$ cat src/rtl/clk_freq_meter.sv
// Gated edge counter: counts rising edges of an asynchronous input over a window
// of GATE_CYCLES system clocks and presents the count with a one-cycle strobe.
module clk_freq_meter #(
    parameter int unsigned GATE_CYCLES = 100_000_000,
    parameter int unsigned GATE_W      = 27,
    parameter int unsigned CNT_W       = 32
) (
    input  logic             clk_i,
    input  logic             reset_i,
    input  logic             sig_in_i,
    input  logic             start_i,
    input  logic             continuous_i,
    output logic             busy_o,
    output logic [CNT_W-1:0] count_o,
    output logic             count_valid_o,
    output logic             overflow_o,
    output logic             stalled_o
);
    // state   | meaning
    // IDLE    | waiting for start or continuous
    // MEASURE | window open, gate and edge counters running
    // DONE    | result cycle, count_valid high, edges discarded
    localparam logic [1:0] ST_IDLE    = 2'd0;
    localparam logic [1:0] ST_MEASURE = 2'd1;
    localparam logic [1:0] ST_DONE    = 2'd2;

    localparam logic [GATE_W-1:0] GATE_LAST = GATE_W'(GATE_CYCLES - 1);
    localparam logic [CNT_W-1:0]  CNT_MAX   = '1;

    logic s1_q, s2_q, prev_q;
    logic edge_det;

    // Input path resets high so a signal already high at reset is not an edge.
    always_ff @(posedge clk_i or posedge reset_i) begin
        if (reset_i) begin
            s1_q   <= 1'b1;
            s2_q   <= 1'b1;
            prev_q <= 1'b1;
        end else begin
            s1_q   <= sig_in_i;
            s2_q   <= s1_q;
            prev_q <= s2_q;
        end
    end

    assign edge_det = s2_q & ~prev_q;

    logic [1:0]        state_q, state_d;
    logic [GATE_W-1:0] gate_q, gate_d;
    logic [CNT_W-1:0]  edges_q, edges_d, edges_inc;
    logic              ovf_pend_q, ovf_pend_d, ovf_inc;
    logic [CNT_W-1:0]  count_q, count_d;
    logic              overflow_q, overflow_d;
    logic              stalled_q, stalled_d;
    logic              go;

    assign go = start_i | continuous_i;

    always_comb begin
        edges_inc = edges_q;
        ovf_inc   = ovf_pend_q;
        if (edge_det) begin
            if (edges_q == CNT_MAX) begin
                ovf_inc = 1'b1;
            end else begin
                edges_inc = edges_q + CNT_W'(1);
            end
        end
    end

    always_comb begin
        state_d    = state_q;
        gate_d     = gate_q;
        edges_d    = edges_q;
        ovf_pend_d = ovf_pend_q;
        count_d    = count_q;
        overflow_d = overflow_q;
        stalled_d  = stalled_q;
        case (state_q)
            ST_IDLE, ST_DONE: begin
                if (go) begin
                    state_d    = ST_MEASURE;
                    gate_d     = '0;
                    edges_d    = '0;
                    ovf_pend_d = 1'b0;
                end else begin
                    state_d = ST_IDLE;
                end
            end
            ST_MEASURE: begin
                edges_d    = edges_inc;
                ovf_pend_d = ovf_inc;
                // An edge in the last window cycle still lands in the result.
                if (gate_q == GATE_LAST) begin
                    state_d    = ST_DONE;
                    count_d    = edges_inc;
                    overflow_d = ovf_inc;
                    stalled_d  = (edges_inc == '0);
                end else begin
                    gate_d = gate_q + GATE_W'(1);
                end
            end
            default: state_d = ST_IDLE;
        endcase
    end

    always_ff @(posedge clk_i or posedge reset_i) begin
        if (reset_i) begin
            state_q    <= ST_IDLE;
            gate_q     <= '0;
            edges_q    <= '0;
            ovf_pend_q <= 1'b0;
            count_q    <= '0;
            overflow_q <= 1'b0;
            stalled_q  <= 1'b0;
        end else begin
            state_q    <= state_d;
            gate_q     <= gate_d;
            edges_q    <= edges_d;
            ovf_pend_q <= ovf_pend_d;
            count_q    <= count_d;
            overflow_q <= overflow_d;
            stalled_q  <= stalled_d;
        end
    end

    assign busy_o        = (state_q != ST_IDLE);
    assign count_valid_o = (state_q == ST_DONE);
    assign count_o       = count_q;
    assign overflow_o    = overflow_q;
    assign stalled_o     = stalled_q;
endmodule

$ cat config.mk
export PLATFORM = sky130hd
export DESIGN_NAME = clk_freq_meter
export DESIGN_NICKNAME = d
export VERILOG_FILES = /design/src/rtl/clk_freq_meter.sv
export SDC_FILE = /design/constraint.sdc
export NUM_CORES = 1
export LEC_CHECK = 0
export CAP_MARGIN = 20
export CORE_MARGIN = 5
export CORE_UTILIZATION = 50
export CTS_CLUSTER_DIAMETER = 30
export CTS_CLUSTER_SIZE = 14
export DETAILED_ROUTE_END_ITERATION = 6
export PLACE_DENSITY_LB_ADDON = 0.15
export RECOVER_POWER = 50
export SKIP_LAST_GASP = 1
export SYNTH_ARGS = -nofsm -noshare
export SYNTH_HDL_FRONTEND = slang
export SYNTH_SLANG_ARGS = --single-unit
$ cat constraint.sdc
create_clock -name clk_i -period 6.51 [get_ports clk_i]
set_input_delay 1.6275 -clock clk_i [delete_from_list [all_inputs] [get_ports clk_i]]
set_output_delay 1.6275 -clock clk_i [all_outputs]
set_load 0.005 [all_outputs]
; Yosys cells after proc, flatten, opt, wreduce, memory -nomap -nowiden
; Index checks and enable logic that the tools add are counted.
[totals]
rom_bits = 0
reg_bits = 99
word_cells = 44
mem_bits_rw = 0
inputBits = 5
latchBits = 0
n_memories = 0
[op_classes]
multipliers = 0
n_reduce_logical = 8
n_shift = 0
magnitude_cmp = 0
n_mux = 14
n_bitwise = 3
div = 0
eq_ne = 7
add_sub_neg = 2
[ops]
columns = op, count
row1 = two-way mux 32 bit, 3
row2 = case mux 32 bit (2 select lines), 1
row3 = two-way mux 27 bit, 2
row4 = case mux 27 bit (2 select lines), 1
row5 = adder 32 x 1 -> 32 bit (second input constant), 1
row6 = equality test 32 bit (second input constant), 1
row7 = zero test 32 bit, 1
row8 = adder 27 x 1 -> 27 bit (second input constant), 1
row9 = equality test 27 bit (second input constant), 1
row10 = != test 2 bit (second input constant), 3
row11 = two-way mux 1 bit, 4
row12 = case mux 2 bit (2 select lines), 1
row13 = AND reduction 2 bit, 2
row14 = nonzero test 2 bit, 2
row15 = AND reduction 3 bit, 1
row16 = equality test 2 x 1 -> 1 bit (second input constant), 1
row17 = equality test 2 bit (second input constant), 1
row18 = zero test 2 bit, 1
row19 = two-way mux 2 bit, 1
row20 = case mux 1 bit (2 select lines), 1
row21 = OR reduction 2 bit, 1
row22 = bitwise AND 1 bit, 1
row23 = inverter 1 bit, 1
row24 = OR 1 bit, 1

; Depth between registers and ports, before layout
[logic_depth]
depth_word = 4
depth_mapped = 10
ltp_nobuf = 9

; Worst setup path after synthesis
; OpenSTA, ideal clock, no wires.
[synth_timing]
path_type = input -> register
startpoint = input continuous_i
endpoint = register gate_q[25]
t_arrival_ps = 3184
t_required_ps = 6432
cell_stages = 7
slack_ps = 3248
path_buffers = 0
cell_sequence = nor2_1 > nor2_1 > nor2_1 > nor3b_2 > nand3_1 > or3_1 > a21oi_1
[synth_between]
elab_chain_len = 3
[synth_lines]
columns = element, line
row1 = from (decl), 12  ; input logic continuous_i,
row2 = OR 1 bit, 57  ; assign go = start_i | continuous_i;
row3 = != test 2 bit (no line), --
row4 = AND reduction 3 bit (no line), --
row5 = to (signal assigned), 118  ; gate_q <= gate_d;
row6 = to (decl), 49  ; logic [GATE_W-1:0] gate_q, gate_d;
; No other way between the ends.
; A chain may end at the register's enable or synchronous reset.

; Final worst setup path
[layout_timing]
startpoint = input start_i
endpoint = register gate_q[25]
[layout_between]
elab_chain_len = 3
[layout_lines]
columns = element, line
row1 = from (decl), 11  ; input logic start_i,
row2 = OR 1 bit, 57
row3 = != test 2 bit (no line), --
row4 = AND reduction 3 bit (no line), --
; No other way between the ends.

==> qor.yml <==
critPathMaxStageDelay_ns: 0.84
die-area_um2: 13200
cts_root_buf: "clkbuf_8"
ys_warn_count: 0
cts.clk_slew.worst_paths_ns: 0.09
synth_edf_count: 0
yosys.area.top_type: "dfrtp_1"
path_buf_inv: 2
antennaDiodeCount: 0
cp_cell_sequence: "dlygate4sd3_1, nor2_1, nor2_1, clkbuf_1, nor2_1, nor3b_2, nand3_1, or3_1, a21oi_1"
gp_congestion: 0.8889
ys_seq_area_share_pct: 45.12
synthTopCellsByArea: "dfrtp_1 44%, nand2_1 6.8%, o21ai_0 6.5%, xnor2_1 4.5%, xor2_1 4.3%"
slew_headroom_pct: -53.80
cp_top_family: "simple AND/OR/NAND/NOR gates"
arrival_ns: 4.67
final_cell_mix: "99 x nand2_1, 96 x dfrtp_1, 71 x o21ai_0"
die_h_um: 114.9
syn_area_um2: 5499
dpl_worst_slack_ns: 2.481
clkSinkCount: 99
crit_type: "in2reg"
first_iter_violations: 246
slew_violations: 103
clkPwrFrac_pct: 32.6
drtAntennaViolNets: 0
viasPerCell: 5.772
ios: 41
clock_latency_ns: 0.39
fin_crit_ns: 4.380
fin_nets: 635
syn-num-nets: 619
p_sw_mw: 0.3994
synthArstFlopShare_pct: 100.0
avgSynthCellArea_um2: 8.985
drtPass1Iterations: 4
worst-path-stages: 9
outcome: "finished, violations left"
post-cts-setup-buffers: 0
hold_viol_final: 0
drive_gt1_share_pct: 7.583
cts_tree: "done"
synthCells: 612
cts_max_level: 3
area_growth_pct: 11.44
cp_common_cell: "nor2_1"
cts_buffer_depth: 2
layout_commonest_cell: "nand2_1"
dp.cells: 757
cpMaxStageDelayCell: "clkbuf_1"
p_comb_share_pct: 13.6
via_count: 4462
synth_cell_type_count: 59
grt_pass1_wl_mm: 21.27
rows: 38
synth-seq-cells: 99
violations: "max-capacitance violations, max-slew violations"
synth_ff_type: "dfrtp_1"
drv_cap: 2
finalSetupTns_ns: 0
ctsResizeCount: 0
p_int_mw: 0.9470
min_path_cells: 0
min_period_over_period_pct: 67.28
clock_skew_ns: 0.01367
powerDensity_nw_per_um2: 219.7
grt_max_degree: 62
vdd_drop_max_mv: 0.1358
track_usage_pct: 20.32
place_area_um2: 5923
drc: 0
grt_pass1_vias: 4285
final_cells: 773
required_ns: 6.80
hpwl_mm: 8.733
synth_top_area_share_pct: 43.69
wl_mm: 12.69
p_leak_nw: 2.570
hp-class: "reg2reg"
numPortBuffers: 40
num-fill-cells: 972
overflow: 0
start_util_pct: 50.95
fin_area_um2: 6128
grt_antenna_before_repair: 0
die-width_um: 114.9
pwr-share-seq_pct: 53.8
wl_per_cell_um: 16.41
worst_slew_pin_slew_ns: 2.307
crit_path_max_fanout: 28
numCtsBuffers: 9
core_area_um2: 10790
setup_viol: 0
rsz0062_at_grt: "no"
p_sw_share_pct: 29.67
fmax_ghz: 0.2283
setup_slack_ns: 2.130
endpoint_kind: "flip-flop"
postCtsHoldBufs: 0
worstRegToRegCells: 9
critPathLaunchType: "primary input"
fin_util_pct: 56.78
final cells by class:
| type | count | area [µm²] | share of cell area [%] |
|---|---|---|---|
| inverter | 7 | 27.53 | 0.4492 |
| timing repair buffer | 47 | 442.9 | 7.227 |
| tap | 140 | 175.2 | 2.858 |
| clock inverter | 7 | 92.59 | 1.511 |
| multi-input combinational | 464 | 2785 | 45.45 |
| clock buffer | 9 | 123.9 | 2.021 |
| sequential | 99 | 2481 | 40.49 |
worst register-to-register path, delay by kind of cell, from the launching register on:
family | cells | cell delay (ns)
buffers and inverters | 2 | 2.40
and+or+nand+nor | 6 | 1.09
DFF | 1 | 0.43
AOI/OAI and AO/OA | 1 | 0.06
synth_stat cells (all sizes together), types with 6 or more instances:
library cell / count
nand2: 99
dfrtp: 96
o21ai: 72
nor2: 47
nand3: 28
xnor2: 28
xor2: 27
clkbuf: 23
nand4: 23
buf: 19
a21oi: 17
o31ai: 15
and3: 11
and4: 11
nor3: 11
nor4: 10
a31oi: 6
inv: 6
or3: 6
cell families after synthesis:
group	count (synthesis)	share of synthesized area, %
AND/OR/NAND/NOR	268	25.82
AO/OA/AOI/OAI	134	14.63
flip-flops	99	45.12
XOR/XNOR	55	8.760
buffers and inverters	49	4.232
multiplexers	5	0.9784
adder cells (fa/ha/maj)	2	0.4550
per-layer routing:
metal / GRT usage [%] / vias up / part of all wire, %
met5: 0 / - / 0
met4: 6.573 / 0 / 1.3
met3: 4.947 / 12 / 4.6
met2: 32.37 / 105 / 47
met1: 27.44 / 2149 / 47
li1: - / 2196 / -
state kept, by name, indices dropped and copies added, names as in the netlist:
| name | cells |
|---|---|
| count_o | 32 |
| stalled_o | 1 |
| edges_q | 32 |
| s2_q | 1 |
| prev_q | 1 |
| ovf_pend_q | 1 |
| s1_q | 1 |
| overflow_o | 1 |
| gate_q | 27 |
| state_q | 2 |
worst paths after layout:
path                                            start                      end  slack [ns]
worst min register to register         s1_q$_DFF_PP1_           s2_q$_DFF_PP1_        0.37
worst max-delay path                          start_i   gate_q[25]$_DFFE_PP0P_        2.13
worst min-delay path                   s1_q$_DFF_PP1_           s2_q$_DFF_PP1_        0.37
min in group asynchronous                     reset_i   edges_q[5]$_DFFE_PP0P_        2.13
max in group asynchronous                     reset_i  edges_q[28]$_DFFE_PP0P_        2.28
worst max register to register  gate_q[4]$_DFFE_PP0P_    stalled_o$_DFFE_PP0P_        2.42
power groups by stage:
| stage | registers, mW | logic [mW] | clock network [mW] |
|---|---|---|---|
| 2_1_floorplan | 0.706 | 0.158 | 0 |
| 3_5_place_dp | 0.734 | 0.185 | 0 |
| 6_report | 0.724 | 0.184 | 0.439 |
| 4_1_cts | 0.722 | 0.186 | 0.450 |
| 5_1_grt | 0.733 | 0.205 | 0.475 |
| 3_3_place_gp | 0.733 | 0.181 | 0 |
metrics by stage:
step / hold WS (ns) / power (mW)
2_1_floorplan: 0.3452 / 0.8645
3_3_place_gp: 0.3523 / 0.9138
3_5_place_dp: 0.3535 / 0.9190
4_1_cts: 0.3690 / 1.358
5_1_grt: 0.3801 / 1.414
6_report: 0.3676 / 1.346
Power figures use the tool's default switching activity.
